==> src/rtl/traffic_pkg.sv <==
// Shared definitions for the traffic sequencer slice.
//   - Lamp bit positions of the 7-bit lamp vector, which both the sequencer
//     and the LEDs decoder use.
//   - State codes and the state typedef. The `phase` debug output carries
//     these codes.
//   - A helper that maps a state to its fixed lamp pattern.
package traffic_pkg;

    localparam int unsigned NumLamps       = 7;
    localparam int unsigned LampRedMain    = 0;
    localparam int unsigned LampYellowMain = 1;
    localparam int unsigned LampGreenMain  = 2;
    localparam int unsigned LampRedSide    = 3;
    localparam int unsigned LampYellowSide = 4;
    localparam int unsigned LampGreenSide  = 5;
    localparam int unsigned LampWalk       = 6;

    typedef enum logic [2:0] {
        StMainGreen  = 3'd0,
        StMainYellow = 3'd1,
        StWalk       = 3'd2,
        StSideGreen  = 3'd3,
        StSideYellow = 3'd4
    } state_e;

    // Fixed lamp pattern of each state. An unused code falls back to all-red.
    function automatic logic [NumLamps-1:0] lamps_for(state_e st);
        logic [NumLamps-1:0] l;
        l = '0;
        unique case (st)
            StMainGreen: begin
                l[LampGreenMain] = 1'b1;
                l[LampRedSide]   = 1'b1;
            end
            StMainYellow: begin
                l[LampYellowMain] = 1'b1;
                l[LampRedSide]    = 1'b1;
            end
            StWalk: begin
                l[LampRedMain] = 1'b1;
                l[LampRedSide] = 1'b1;
                l[LampWalk]    = 1'b1;
            end
            StSideGreen: begin
                l[LampRedMain]   = 1'b1;
                l[LampGreenSide] = 1'b1;
            end
            StSideYellow: begin
                l[LampRedMain]    = 1'b1;
                l[LampYellowSide] = 1'b1;
            end
            default: begin
                l[LampRedMain] = 1'b1;
                l[LampRedSide] = 1'b1;
            end
        endcase
        return l;
    endfunction

endpackage

==> src/rtl/traffic_sequencer_if.sv <==
// Bundles the sequencer's I/O. The clock and reset stay outside it.
//   tick        : one-cycle timebase enable
//   side_sensor : a vehicle is waiting on the side road (level)
//   walk_req    : pedestrian button
//   signal      : registered lamp vector (bit layout in traffic_pkg)
//   phase       : registered state code, for debug
// Modports:
//   master : the environment, which drives the inputs and watches the lamps.
//   slave  : the sequencer.
interface traffic_sequencer_if;

    logic       tick;
    logic       side_sensor;
    logic       walk_req;
    logic [6:0] signal;
    logic [2:0] phase;

    modport master (
        output tick,
        output side_sensor,
        output walk_req,
        input  signal,
        input  phase
    );

    modport slave (
        input  tick,
        input  side_sensor,
        input  walk_req,
        output signal,
        output phase
    );

endinterface

==> src/rtl/phase_timer.sv <==
// Tick counter with an expiry compare.
// The counter advances only on tick cycles. It saturates at duration-1, so a
// phase that is held past its minimum keeps reporting expiry on each tick.
//   clk      : clock
//   reset    : synchronous, active-high
//   clear    : forces the count to 0 on the next edge
//   tick     : timebase enable
//   duration : phase length in ticks (1..15)
//   expired  : high on the tick that completes the phase
module phase_timer (
    input  logic       clk,
    input  logic       reset,
    input  logic       clear,
    input  logic       tick,
    input  logic [3:0] duration,
    output logic       expired
);

    logic [3:0] count_q;
    logic       at_end;

    assign at_end  = (count_q == (duration - 4'd1));
    assign expired = tick && at_end;

    always_ff @(posedge clk) begin
        if (reset || clear) begin
            count_q <= 4'd0;
        end else if (tick && !at_end) begin
            count_q <= count_q + 4'd1;
        end
    end

endmodule

==> src/rtl/traffic_sequencer.sv <==
// Traffic-light sequencer for a main road, a side road and a pedestrian
// crossing.
// Main road green is held until a side vehicle or a pedestrian asks for
// service. Side green may be extended once per visit while a vehicle is still
// present. A button press is latched in walk_pending until the WALK phase
// serves it.
//   clk   : clock
//   reset : synchronous, active-high; forces MAIN_GREEN at once, with no
//           clearance interval
//   bus   : traffic_sequencer_if.slave (tick, side_sensor, walk_req in;
//           signal and phase out)
module traffic_sequencer
    import traffic_pkg::*;
#(
    parameter int unsigned T_GREEN  = 6,
    parameter int unsigned T_EXT    = 3,
    parameter int unsigned T_YELLOW = 2,
    parameter int unsigned T_WALK   = 3
) (
    input  logic                clk,
    input  logic                reset,
    traffic_sequencer_if.slave  bus
);

    localparam logic [3:0] DurGreen  = 4'(T_GREEN);
    localparam logic [3:0] DurExt    = 4'(T_EXT);
    localparam logic [3:0] DurYellow = 4'(T_YELLOW);
    localparam logic [3:0] DurWalk   = 4'(T_WALK);

    state_e        state_q, state_d;
    logic          ext_used_q, ext_used_d;
    logic          walk_pending_q, walk_pending_d;
    logic [6:0]    signal_q;
    logic [3:0]    duration;
    logic          timer_clear;
    logic          expired;

    phase_timer u_timer (
        .clk      (clk),
        .reset    (reset),
        .clear    (timer_clear),
        .tick     (bus.tick),
        .duration (duration),
        .expired  (expired)
    );

    // Once the extension has started, the side-green timer runs for T_EXT.
    always_comb begin
        duration = DurGreen;
        unique case (state_q)
            StMainGreen:  duration = DurGreen;
            StMainYellow: duration = DurYellow;
            StWalk:       duration = DurWalk;
            StSideGreen:  duration = ext_used_q ? DurExt : DurGreen;
            StSideYellow: duration = DurYellow;
            default:      duration = DurGreen;
        endcase
    end

    always_comb begin
        state_d        = state_q;
        ext_used_d     = ext_used_q;
        walk_pending_d = walk_pending_q;
        timer_clear    = 1'b0;

        unique case (state_q)
            StMainGreen: begin
                if (expired && (bus.side_sensor || walk_pending_q)) begin
                    state_d = StMainYellow;
                end
            end
            StMainYellow: begin
                if (expired) begin
                    state_d = walk_pending_q ? StWalk : StSideGreen;
                end
            end
            StWalk: begin
                if (expired) begin
                    state_d = StMainGreen;
                end
            end
            StSideGreen: begin
                if (expired) begin
                    if (bus.side_sensor && !ext_used_q) begin
                        // Stay in side green and restart the timer for the extension.
                        ext_used_d  = 1'b1;
                        timer_clear = 1'b1;
                    end else begin
                        state_d = StSideYellow;
                    end
                end
            end
            StSideYellow: begin
                if (expired) begin
                    state_d = StMainGreen;
                end
            end
            default: state_d = StMainGreen;
        endcase

        if (state_d != state_q) begin
            timer_clear = 1'b1;
        end
        if ((state_d == StSideGreen) && (state_q != StSideGreen)) begin
            ext_used_d = 1'b0;
        end

        // Entering WALK clears the latch, even when walk_req is high on the same cycle.
        if ((state_d == StWalk) && (state_q != StWalk)) begin
            walk_pending_d = 1'b0;
        end else if (bus.walk_req && (state_q != StWalk)) begin
            walk_pending_d = 1'b1;
        end
    end

    always_ff @(posedge clk) begin
        if (reset) begin
            state_q        <= StMainGreen;
            ext_used_q     <= 1'b0;
            walk_pending_q <= 1'b0;
            signal_q       <= lamps_for(StMainGreen);
        end else if (bus.tick) begin
            state_q        <= state_d;
            ext_used_q     <= ext_used_d;
            walk_pending_q <= walk_pending_d;
            // The lamps are taken from the next state, so they change on the same edge as the state.
            signal_q       <= lamps_for(state_d);
        end else begin
            // With no tick, only the pedestrian latch can change.
            walk_pending_q <= walk_pending_d;
        end
    end

    assign bus.signal = signal_q;
    assign bus.phase  = state_q;

endmodule

==> src/flat_wrapper.sv <==
// flat-port wrapper written by rule: the top's interface ports become plain ports
module traffic_sequencer_flat import traffic_pkg::*;
#(
    parameter int unsigned T_GREEN  = 6,
    parameter int unsigned T_EXT    = 3,
    parameter int unsigned T_YELLOW = 2,
    parameter int unsigned T_WALK   = 3
)
  (clk, reset, bus_tick, bus_side_sensor, bus_walk_req, bus_signal, bus_phase);
  traffic_sequencer_if bus_i ();
  input  logic clk;
  input  logic reset;
  input wire logic [$bits(bus_i.tick)-1:0] bus_tick;
  input wire logic [$bits(bus_i.side_sensor)-1:0] bus_side_sensor;
  input wire logic [$bits(bus_i.walk_req)-1:0] bus_walk_req;
  output wire logic [$bits(bus_i.signal)-1:0] bus_signal;
  output wire logic [$bits(bus_i.phase)-1:0] bus_phase;
  assign bus_i.tick = bus_tick;
  assign bus_i.side_sensor = bus_side_sensor;
  assign bus_i.walk_req = bus_walk_req;
  assign bus_signal = bus_i.signal;
  assign bus_phase = bus_i.phase;
  traffic_sequencer #(.T_GREEN(T_GREEN), .T_EXT(T_EXT), .T_YELLOW(T_YELLOW), .T_WALK(T_WALK)) u_core (.clk(clk), .reset(reset), .bus(bus_i));
endmodule
==> config.mk <==
export PLATFORM = sky130hd
export DESIGN_NAME = traffic_sequencer_flat
export DESIGN_NICKNAME = d
export VERILOG_FILES = /design/src/rtl/traffic_pkg.sv /design/src/rtl/traffic_sequencer_if.sv /design/src/rtl/phase_timer.sv /design/src/rtl/traffic_sequencer.sv /design/src/flat_wrapper.sv
export SDC_FILE = /design/constraint.sdc
export NUM_CORES = 1
export LEC_CHECK = 0
export ABC_AREA = 0
export BUFFER_PORTS_ARGS = -buffer_cell sky130_fd_sc_hd__clkbuf_2
export CAP_MARGIN = 25
export CORE_ASPECT_RATIO = 1.75
export CORE_MARGIN = 3
export CORE_UTILIZATION = 36
export CTS_CLUSTER_SIZE = 16
export DETAILED_ROUTE_END_ITERATION = 8
export GPL_ROUTABILITY_DRIVEN = 0
export SYNTH_ARGS = -nofsm -noshare
export SYNTH_HDL_FRONTEND = slang
export SYNTH_SLANG_ARGS = --single-unit
==> constraint.sdc <==
create_clock -name clk -period 2.85 [get_ports clk]
set_input_delay 0.4275 -clock clk [delete_from_list [all_inputs] [get_ports clk]]
set_output_delay 0.4275 -clock clk [all_outputs]
set_load 0.01 [all_outputs]
==> results.yml <==
power_and_ir_drop:
  ir_worst_vdd_mv: 0.333
  power.leakage_nw: 0.425
  power.total_mw: 0.547
  powerDensity_mw_per_mm2: 517
yosys:
  synth_ff_type: "dfxtp_1"
  synth_nets: 106
  synth.distinct_cells: 42
  avgSynthCellArea_um2: 9.31
  synth-seq-cells: 16
  synthCells: 100
  netlist_area_um2: 931
  synth-edff-count: 0
  async_flop_share: 0
  yosys_warnings: 0
  ys_seq_area_frac: 0.344
detailed_routing:
  vias: 768
  drt_iter0_drc: 15
  drtPass1Iterations: 3
  antenna_left: 0
  viasPerCell: 5.53
  routed_wl_mm: 2.11
  drc_errors: 0
  wl_per_cell_um: 15.1
place:
  placed_area_mm2: 0.00100
  pre_cts_ws_ps: 454
  port_buffers: 14
  post-dp-hpwl_mm: 1.69
worst_setup_path:
  arrival_ps: 2560
  end_kind: "flip-flop"
  crit_type: "reg2reg"
  cp.required_ps: 3010
  startpoint_type: "flip-flop"
  critPathMaxFanout: 11
clock_tree:
  htreeDepth: 1
  cts_buffers: 3
  cts_resized: 0
  post-cts-setup-buffers: 0
  holdBufCountCts: 0
  clock_sinks: 16
  cts_buffer_depth: 2
  cts_tree: "yes"
  clock_latency_ps: 250
  cts-root-buf: "clkbuf_8"
  path_clk_slew_ps: 70
timing:
  final.min_clock_period_ps: 2400
  period_share: 0.842
  fin_skew_ps: 1.42
  fmax_mhz: 417
  slew_viol_final: 0
  hold_ws_ps: 476
  postLayoutSetupSlackWorst_ps: 451
  hold_viol: 0
  tightest_slew_ps: 479
  setup_viol: 0
  slew_headroom: 0.674
  finalSetupTns_ps: 0
  rsz0062_at_grt: "no"
die:
  floorplan.rows: 23
  die_h_um: 73.3
  die_w_um: 44.4
  start_util: 0.390
  die-area_mm2: 0.00326
  coreArea_mm2: 0.00239
  ios: 15
global_routing:
  grtUsageMet3: 0.0147
  overflow: 0
  grt_use_met1: 0.157
  grt_max_degree: 14
  antenna_found_initial: 0
  grt_usage: 0.148
  met2_usage: 0.295
  grt_most_used_layer: "met2"
  grt_pass1_vias: 784
  grt_pass1_wl_mm: 3.62
layout:
  final_common_cell: "dfxtp_1"
  syn_to_final_growth_pct: 13.6
  diodes: 0
  layout_common_cells: "dfxtp_1 (16), clkbuf_2 (14), nor2_1 (12)"
  final_nets: 121
  final_layout_size_suffix_gt1_frac: 0.307
  stdcell_area_mm2: 0.00106
worst_hold_path:
  hold_path.class: "reg2reg"
run_status:
  status: "completed"
flow_run:
  drv_cap: 0
path summary, 6_finish.rpt:
check | start | to | slack [ps] | cells after the start
min reg2reg | u_core.bus.signal[4]$_SDFFE_PP0P_ | u_core.bus.signal[4]$_SDFFE_PP0P_ | 480 | 2
max | u_core.bus.phase[0]$_SDFFE_PP0P_ | u_core.ext_used_q$_SDFFE_PP0P_ | 450 | 7
min | u_core.bus.signal[4]$_SDFFE_PP0P_ | u_core.bus.signal[4]$_SDFFE_PP0P_ | 480 | 2
max reg2reg | u_core.bus.phase[0]$_SDFFE_PP0P_ | u_core.ext_used_q$_SDFFE_PP0P_ | 450 | 7
critical path: stages, from the launching register on:
cell and delay [ps]:
dfxtp_1 540, nor2b_4 250, o211a_1 180, o22ai_2 110, nor4_4 370, mux2i_2 510, nor3b_2 110, a211oi_1 230
metrics by stage:
stage	util	cells
final	0.443	139
after global routing	0.443	139
after CTS	0.443	139
after detailed placement	0.420	135
after global placement	0.420	135
after floorplan	-	100
report_power, final:
group | internal (mW) | leakage, nW | switching (mW)
registers | 0.236 | 0.131 | 0.0169
logic | 0.0398 | 0.265 | 0.0518
clock network | 0.122 | 0.0288 | 0.0794
registers in the layout (all words and copies together) (netlist names):
register                count
u_core.walk_pending_q       1
u_core.u_timer.count_q      4
u_core.ext_used_q           1
u_core.bus.signal           7
u_core.bus.phase            3
synth_stat cells, types with 2 or more instances:
master,count,area [µm²]
nand2b_1,3,18.8
and2_4,2,17.5
inv_1,3,11.3
nor3_1,2,10.0
nor2_1,12,45.0
dfxtp_1,16,320
o21ai_1,2,10.0
clkbuf_1,2,7.51
xor2_1,4,35.0
nor4_4,2,42.5
a211oi_1,3,22.5
nand2_1,8,30.0
buf_6,2,22.5
mux2i_1,3,30.0
a21oi_1,4,20.0
nand3_1,3,15.0
o21ai_0,4,20.0
layout make-up:
type                       instances  area, µm²
timing repair buffer              14       70.1
inverter                           5       18.8
sequential                        16        320
clock buffer                       4       55.1
tap                               25       31.3
multi-input combinational         75        562
fill                             242       1330
metal layers:
| metal | routed length, µm | vias up |
|---|---|---|
| met5 | 0 | - |
| met4 | 10 | 0 |
| met3 | 31 | 2 |
| met2 | 1240 | 11 |
| met1 | 820 | 371 |
| li1 | - | 384 |
logic make-up (layout without fill, tap and decap cells):
kind of cell	Yosys count	count (layout)	synth area share
simple gates	42	42	0.304
compound gates	22	22	0.176
flops	16	16	0.344
buf+inv	9	23	0.0524
xor+xnor	5	5	0.0470
mux	5	5	0.0632
fa+ha+maj	1	1	0.0134
Power figures use the tool's default switching activity.
